<file path="config.mk">
export PLATFORM = sky130hd
export DESIGN_NAME = wb_commit_stage
export DESIGN_NICKNAME = d
export VERILOG_FILES = /design/src/rtl/wb_commit_stage.sv
export SDC_FILE = /design/constraint.sdc
export NUM_CORES = 1
export LEC_CHECK = 0
export BUFFER_PORTS_ARGS = -buffer_cell sky130_fd_sc_hd__buf_2
export CORE_AREA = 4 4 240 242
export DETAILED_ROUTE_END_ITERATION = 10
export DIE_AREA = 0 0 244 246
export GPL_ROUTABILITY_DRIVEN = 0
export MAX_ROUTING_LAYER = met4
export PLACE_DENSITY = 0.45
export SLEW_MARGIN = 20
export SYNTH_ARGS = -nofsm -noshare
export SYNTH_HDL_FRONTEND = slang
export SYNTH_SLANG_ARGS = --single-unit
</file>
<file path="constraint.sdc">
create_clock -name clk -period 3 [get_ports clk]
set_input_delay 0.6 -clock clk [delete_from_list [all_inputs] [get_ports clk]]
set_output_delay 0.6 -clock clk [all_outputs]
set_load 0.02 [all_outputs]
</file>
<file path="src/rtl/wb_commit_stage.sv">
// ---------------------------------------------------------------------------
// WbCommitStage (module wb_commit_stage)
//
// Write-back / commit stage of the in-order pipeline. It holds one
// instruction from the memory stage. Once the CSR file is ready, the stage
// commits that instruction: it raises an exception or ERTN redirect, or it
// issues the register-file and CSR writes. It also counts retired
// instructions.
//
// Ports
//   clk, reset            clock and synchronous active-high reset
//   ms_to_ws_valid        memory stage offers an instruction
//   ws_allowin            this stage can take an instruction this cycle
//   ms_pc/result/badv     instruction PC, result, faulting data address
//   ms_gr_we, ms_dest     GPR write enable and destination register
//   ms_exc_vec            synchronous exception flags (bit 0 highest)
//   ms_ertn, ms_csr_*     ERTN flag and CSR access fields
//   int_pending           qualified interrupt from the CSR file
//   csr_busy              CSR file not ready; holds the stage
//   csr_rvalue/eentry/era CSR read data, exception entry, return address
//   csr_re/we/num/...     CSR access issued to the CSR file
//   wb_ex/ertn/ecode/...  exception and ERTN report to the CSR file
//   flush_pc              redirect target for the front end
//   rf_bus                {ws_valid, rf_we, rf_waddr, rf_wdata}
//   retire_cnt            number of committed instructions
//   debug_wb_*            trace port that mirrors the register-file write
// ---------------------------------------------------------------------------
module wb_commit_stage #(
    parameter int                   DATA_W      = 32,
    parameter int                   NUM_EXC     = 5,
    parameter logic [6*NUM_EXC-1:0] ECODE_TABLE = {6'h9, 6'hC, 6'hB, 6'hD, 6'h8},
    parameter int                   CNT_W       = 32
) (
    input  logic                clk,
    input  logic                reset,
    input  logic                ms_to_ws_valid,
    output logic                ws_allowin,
    input  logic [DATA_W-1:0]   ms_pc,
    input  logic [DATA_W-1:0]   ms_result,
    input  logic [DATA_W-1:0]   ms_badv,
    input  logic                ms_gr_we,
    input  logic [4:0]          ms_dest,
    input  logic [NUM_EXC-1:0]  ms_exc_vec,
    input  logic                ms_ertn,
    input  logic                ms_csr_re,
    input  logic                ms_csr_we,
    input  logic [13:0]         ms_csr_num,
    input  logic [DATA_W-1:0]   ms_csr_wmask,
    input  logic [DATA_W-1:0]   ms_csr_wvalue,
    input  logic                int_pending,
    input  logic                csr_busy,
    input  logic [DATA_W-1:0]   csr_rvalue,
    input  logic [DATA_W-1:0]   csr_eentry,
    input  logic [DATA_W-1:0]   csr_era,
    output logic                csr_re,
    output logic                csr_we,
    output logic [13:0]         csr_num,
    output logic [DATA_W-1:0]   csr_wmask,
    output logic [DATA_W-1:0]   csr_wvalue,
    output logic                wb_ex,
    output logic                wb_ertn,
    output logic [5:0]          wb_ecode,
    output logic [8:0]          wb_esubcode,
    output logic [DATA_W-1:0]   wb_pc,
    output logic [DATA_W-1:0]   wb_vaddr,
    output logic [DATA_W-1:0]   flush_pc,
    output logic [DATA_W+6:0]   rf_bus,
    output logic [CNT_W-1:0]    retire_cnt,
    output logic [DATA_W-1:0]   debug_wb_pc,
    output logic [3:0]          debug_wb_rf_we,
    output logic [4:0]          debug_wb_rf_wnum,
    output logic [DATA_W-1:0]   debug_wb_rf_wdata
);

    logic                wsValid_q;
    logic                wsValid_d;
    logic [DATA_W-1:0]   pc_q;
    logic [DATA_W-1:0]   result_q;
    logic [DATA_W-1:0]   badv_q;
    logic                grWe_q;
    logic [4:0]          dest_q;
    logic [NUM_EXC-1:0]  excVec_q;
    logic                ertn_q;
    logic                csrRe_q;
    logic                csrWe_q;
    logic [13:0]         csrNum_q;
    logic [DATA_W-1:0]   csrWmask_q;
    logic [DATA_W-1:0]   csrWvalue_q;
    logic [CNT_W-1:0]    retireCnt_q;
    logic [CNT_W-1:0]    retireCnt_d;

    logic                wsValid;
    logic                commit;
    logic                excPending;
    logic [NUM_EXC-1:0]  excLowest;
    logic [5:0]          excEcode;
    logic                rfWe;
    logic [DATA_W-1:0]   rfWdata;

    // A synchronous reset would otherwise let a stale valid bit drive side
    // effects for the whole reset cycle. This gated valid keeps every output
    // quiet while reset is high.
    assign wsValid    = wsValid_q && !reset;
    assign ws_allowin = !wsValid || !csr_busy;
    assign commit     = wsValid && !csr_busy;

    // The interrupt is sampled live because the CSR file qualifies it.
    // Two's-complement masking isolates the lowest set flag, which is the
    // highest-priority synchronous exception.
    assign excPending = int_pending || (|excVec_q);
    assign excLowest  = excVec_q & (~excVec_q + NUM_EXC'(1));

    // Look up the ecode of the winning synchronous source. Only one bit of
    // excLowest can be set, so the loop acts as a one-hot mux.
    always_comb begin
        excEcode = 6'h0;
        for (int i = 0; i < NUM_EXC; i++) begin
            if (excLowest[i]) begin
                excEcode = ECODE_TABLE[6*i +: 6];
            end
        end
    end

    assign wb_ex       = commit && excPending;
    assign wb_ertn     = commit && ertn_q && !wb_ex;
    assign wb_ecode    = (wb_ex && !int_pending) ? excEcode : 6'h0;
    assign wb_esubcode = 9'h0;
    assign wb_pc       = pc_q;

    // Instruction-fetch faults report the PC, and misaligned accesses report
    // the data address. The other causes carry no address.
    always_comb begin
        wb_vaddr = '0;
        if (wb_ex && !int_pending) begin
            if (excLowest[0]) begin
                wb_vaddr = pc_q;
            end else if (excLowest[NUM_EXC-1]) begin
                wb_vaddr = badv_q;
            end
        end
    end

    assign flush_pc = wb_ex ? csr_eentry : (wb_ertn ? csr_era : '0);

    // ERTN reads ERA through the normal CSR read port. The read request
    // stays up while the stage stalls, so the data is ready at commit.
    assign csr_num    = ertn_q ? 14'h6 : csrNum_q;
    assign csr_re     = wsValid && (csrRe_q || ertn_q);
    assign csr_we     = commit && csrWe_q && !wb_ex;
    assign csr_wmask  = csrWmask_q;
    assign csr_wvalue = csrWvalue_q;

    assign rfWe    = commit && grWe_q && !wb_ex;
    assign rfWdata = csrRe_q ? csr_rvalue : result_q;
    assign rf_bus  = {wsValid, rfWe, dest_q, rfWdata};

    assign debug_wb_pc       = pc_q;
    assign debug_wb_rf_we    = {4{rfWe}};
    assign debug_wb_rf_wnum  = dest_q;
    assign debug_wb_rf_wdata = rfWdata;
    assign retire_cnt        = retireCnt_q;

    // Next-state logic for the valid bit and the retire counter. A redirect
    // empties the stage and drops whatever the memory stage offers in that
    // cycle, because that instruction is on the wrong path.
    always_comb begin
        wsValid_d = wsValid_q;
        if (wb_ex || wb_ertn) begin
            wsValid_d = 1'b0;
        end else if (ws_allowin) begin
            wsValid_d = ms_to_ws_valid;
        end
        retireCnt_d = retireCnt_q;
        if (commit && !wb_ex) begin
            retireCnt_d = retireCnt_q + CNT_W'(1);
        end
    end

    // State registers. The payload loads only on a handshake and holds
    // through stalls. Reset clears everything so that no stale instruction
    // can commit afterwards.
    always_ff @(posedge clk) begin
        if (reset) begin
            wsValid_q   <= 1'b0;
            retireCnt_q <= '0;
            pc_q        <= '0;
            result_q    <= '0;
            badv_q      <= '0;
            grWe_q      <= 1'b0;
            dest_q      <= '0;
            excVec_q    <= '0;
            ertn_q      <= 1'b0;
            csrRe_q     <= 1'b0;
            csrWe_q     <= 1'b0;
            csrNum_q    <= '0;
            csrWmask_q  <= '0;
            csrWvalue_q <= '0;
        end else begin
            wsValid_q   <= wsValid_d;
            retireCnt_q <= retireCnt_d;
            if (ms_to_ws_valid && ws_allowin) begin
                pc_q        <= ms_pc;
                result_q    <= ms_result;
                badv_q      <= ms_badv;
                grWe_q      <= ms_gr_we;
                dest_q      <= ms_dest;
                excVec_q    <= ms_exc_vec;
                ertn_q      <= ms_ertn;
                csrRe_q     <= ms_csr_re;
                csrWe_q     <= ms_csr_we;
                csrNum_q    <= ms_csr_num;
                csrWmask_q  <= ms_csr_wmask;
                csrWvalue_q <= ms_csr_wvalue;
            end
        end
    end

endmodule

</file>
; Word-level counts from Yosys, hierarchy flattened
; Index checks and enable logic that the tools add are counted.
[totals]
reg_bits = 221
output_inout_bits = 338
word_cells = 55
[classes]
n_addsub = 2
n_mux = 13
n_bitwise = 2
n_reduce_logical = 24
[op_table]
columns = op, n
row1 = two-way mux 32 bit, 6
row2 = "adder 32 x 1 -> 32 bit, second input constant", 1
row3 = two-way mux 6 bit, 5
row4 = two-way mux 14 bit, 1
row5 = logical AND 1 bit, 13
row6 = "adder 5 x 1 -> 5 bit, second input constant", 1
row7 = AND 5 bit, 1
row8 = logical NOT 1 bit, 5
row9 = inverter 5 bit, 1
row10 = OR reduction 5 bit, 1
row11 = logical OR 1 bit, 4
row12 = two-way mux 4 bit, 1
row13 = OR reduction 2 bit, 1

; Logic depth before layout (Yosys ltp)
[depth]
depth_word = 9
depth_mapped = 7

; Worst setup path before layout
; No wires, ideal clock.
[synth_path]
path_kind = input to output
start = input port reset
end = output port wb_ecode[1]
arrival_time_ns = 2.306
t_required_ns = 2.400
slack_ns = 0.094
stages = 6
path_buffers = 2
path_cell_list = or3b_1 clkbuf_1 a21oi_1 nand2b_1 clkbuf_1 nor4_1
[synth_between]
elab_chain_len = 6
[synth_rtl]
columns = element, line_no
row1 = start: declaration, 35  ; input logic reset,
row2 = logical NOT 1 bit, 103  ; assign wsValid = wsValid_q && !reset;
row3 = logical AND 1 bit, 103
row4 = logical AND 1 bit, 105  ; assign commit = wsValid && !csr_busy;
row5 = logical AND 1 bit, 124  ; assign wb_ex = commit && excPending;
row6 = logical AND 1 bit, 126  ; assign wb_ecode = (wb_ex && !int_pending) ? excEcode : 6'h0;
row7 = two-way mux 6 bit, 126
row8 = end: declaration, 62  ; output logic [5:0] wb_ecode,
; Every way passes these cells.

; Worst setup path after layout
[layout_path]
start = register wsValid_q
end = output port wb_ecode[1]
[layout_between]
elab_chain_len = 5
[layout_rtl]
columns = element, line_no
row1 = start: declaration, 75  ; logic wsValid_q;
row2 = start signal: assignment, 199  ; wsValid_q <= wsValid_d;
row3 = logical AND 1 bit, 103
row4 = logical AND 1 bit, 105
row5 = logical AND 1 bit, 124
row6 = logical AND 1 bit, 126
row7 = two-way mux 6 bit, 126
; Every way passes these cells.

==> impl_metrics.toml <==
[synthesis]
ys_ff_latch = 221
yosysTopAreaCell = "dfxtp_1"
async_flop_share = 0
synth_area_per_cell_sq_um = 7.726
syn_area_sq_um = 10040
yosysTopAreaCellShare = 0.4405
synth_cell_types = 44
synth_common_cells = "nand2_1, dfxtp_1, a21oi_1, buf_4, clkbuf_1"
synth_warnings = 0
synth_edf_count = 0
synth_ff_type = "dfxtp_1"
synth_area_leaders = "dfxtp_1, nand2_1, a21oi_1, buf_4, mux2_2"
yosys.cell_count.top_type = "nand2_1"
seq_area_frac_synth = 0.4405
synth_cells = 1300

[power_and_ir_drop]
peakVddDrop_mv = 0.3874
cellLeakagePower_nw = 6.968
power_per_cell_area_nw_per_um2 = 532.8
power_mw = 7.905

[layout]
fillCellCount = 6159
fin_util = 0.2693
nets = 2118
fin_cells = 2603
syn_to_final_growth_pct = 47.71
drive_gt1_frac = 0.4264

[setup_path]
critPathKind = "register to output pin"
cp_common_cell = "buf_4"
startpoint_type = "register"
crit_chain = "or3b_4 -> buf_4 -> a21oi_4 -> nand2b_2 -> buf_12 -> nor4_4 -> buf_4"
end_kind = "output pin"
cp.required_ps = 2400
arrival_ps = 2310
critPathMaxStageDelay_ps = 400
crit_slowest_cell = "or3b_4"
path_max_fanout = 36

[sta]
slew_headroom = 0.3473
drv_slew = 0
tightest_slew_ps = 979.0
fmax_mhz = 343.3
fin_crit_sh = 0.9709
period_needed_ps = 2913
hold_slack_ps = 270.8
setup_violations = 0
hold_viol = 0
finClkSkew_ps = 17.36
rsz0062_at_grt = "yes"

[global_routing]
grt_overflow = 0
grt_first_pass_wirelength_mm = 66.64
grt_usage = 0.1472
antenna_found_initial = 7
grt_start_max_net_pins = 86
first_global_vias = 10860

[clock_tree]
clock_latency_ps = 560
cts_sinks = 221
cts_tree = "yes"
cts.clk_slew.worst_paths_ps = 70
cts_buffer_depth = 3
hold_buffers = 0
htreeDepth = 1
cts_made_buffers = 28
clockRootBuffer = "clkbuf_16"

[route]
drc_errors = 0
num_vias = 10970
drtIter0Drc = 433
avgViaCountPerCell = 4.216
ant_nets = 0
drt-total-wl_mm = 47.22
drtPass1Iterations = 5
routedWlPerCell_microns = 18.14

[status]
run_status = "finished clean"

[floorplanning]
start_util = 0.1823
io-pin-count = 627
dieWidth_microns = 244
fp.coreArea_sq_um = 55090
fp.dieArea_sq_um = 60020
die_h_microns = 246
fp-row-count = 86

[placed_design]
io_buffers = 615
dp_cells = 2536
dp_hpwl_mm = 35.64

[job]
maxCapViolCount = 0

[min_path]
hold_class = "input pin to register"
-- critical path: cells and delay by family, from the launching register on --
kind | cells | cell delay [ps]
AOI/OAI and AO/OA | 1 | 160
buffers and inverters | 3 | 530
DFF | 1 | 370
and+or+nand+nor | 3 | 670
-- layout make-up --
cell class                 count  area (sq um)  area share
clock buffer                  35         777.0     0.05237
sequential                   221          4434      0.2989
clock inverter                15         143.9    0.009699
timing repair buffer         671          3785      0.2551
multi-input combinational    897          4708      0.3174
inverter                       9         33.78    0.002277
tap                          748         935.9     0.06309
antenna                        7         17.52    0.001181
-- metal layers --
metal  share of wire  wire length, microns  global-route usage
met5               0                     0                   -
met4           0.044                  2101             0.06464
met3           0.074                  3483             0.03809
met2            0.49                 23230              0.2501
met1            0.39                 18400              0.1638
-- metrics by stage --
step / instance area (sq um) / setup slack, ps / TNS, ps
floorplan: 10080 / 93.99 / 0
global placement: 13590 / 94.03 / 0
detailed placement: 13590 / 66.40 / 0
CTS: 14640 / 0.8424 / 0
global route: 14840 / -45.51 / -254.4
finish: 14840 / 87.32 / 0
-- cell usage in the layout (no fill, tap or decap), drive strengths merged, types with 2 or more instances in the layout --
cell      n
or2       2
and2      6
a21oi   205
buf     667
xnor2     3
o31ai     7
nor2b    22
nor4      9
bufinv    2
diode     7
nor3      7
o21ai     8
a22o     32
clkbuf   39
or4       9
a22oi    33
clkinv   11
nand2   388
conb     11
inv      11
or3      12
dfxtp   221
nand3b    2
nand4    14
nor2     58
nand3     7
mux2     44
nand2b    2
and4      4
-- power breakdown --
part	total (mW)	leakage [nW]	switching (mW)	internal, mW
logic	1.31	4.68	0.819	0.496
registers	3.19	1.82	0.110	3.08
clock network	3.40	0.467	1.39	2.00
total	7.90	6.97	2.32	5.58
-- worst paths after layout --
path	startpoint	to	slack, ps	depth (start not counted)
setup / recovery	wsValid_q	wb_ecode[1]	90	7
hold / removal	ms_pc[1]	debug_wb_pc[1]	270	3
setup reg to reg	excVec_q[1]	retire_cnt[20]	460	6
hold reg to reg	csrNum_q[10]	csrNum_q[10]	450	2
-- registers in the layout, summed over array words and instances (netlist names), 14 cells and up --
| signal | flops |
|---|---|
| badv_q | 32 |
| csrNum_q | 14 |
| csr_wmask | 32 |
| csr_wvalue | 32 |
| debug_wb_pc | 32 |
| result_q | 32 |
| retire_cnt | 32 |
-- cell families after synthesis --
family	synth area share
AND/OR/NAND/NOR	0.2328
AO/OA/AOI/OAI	0.1673
flip-flops	0.4405
buffers and inverters	0.1049
multiplexers	0.04933
XOR/XNOR	0.003489
adder cells (fa/ha/maj)	0.001246
other	0.0003734
-- repair_timing --
action,CTS,global route
buffers inserted,3,4
gates cloned,1,3
gates resized for setup,21,31
pin swaps,3,6
setup endpoints to repair,75,41
(Power assumes the default switching activity.)
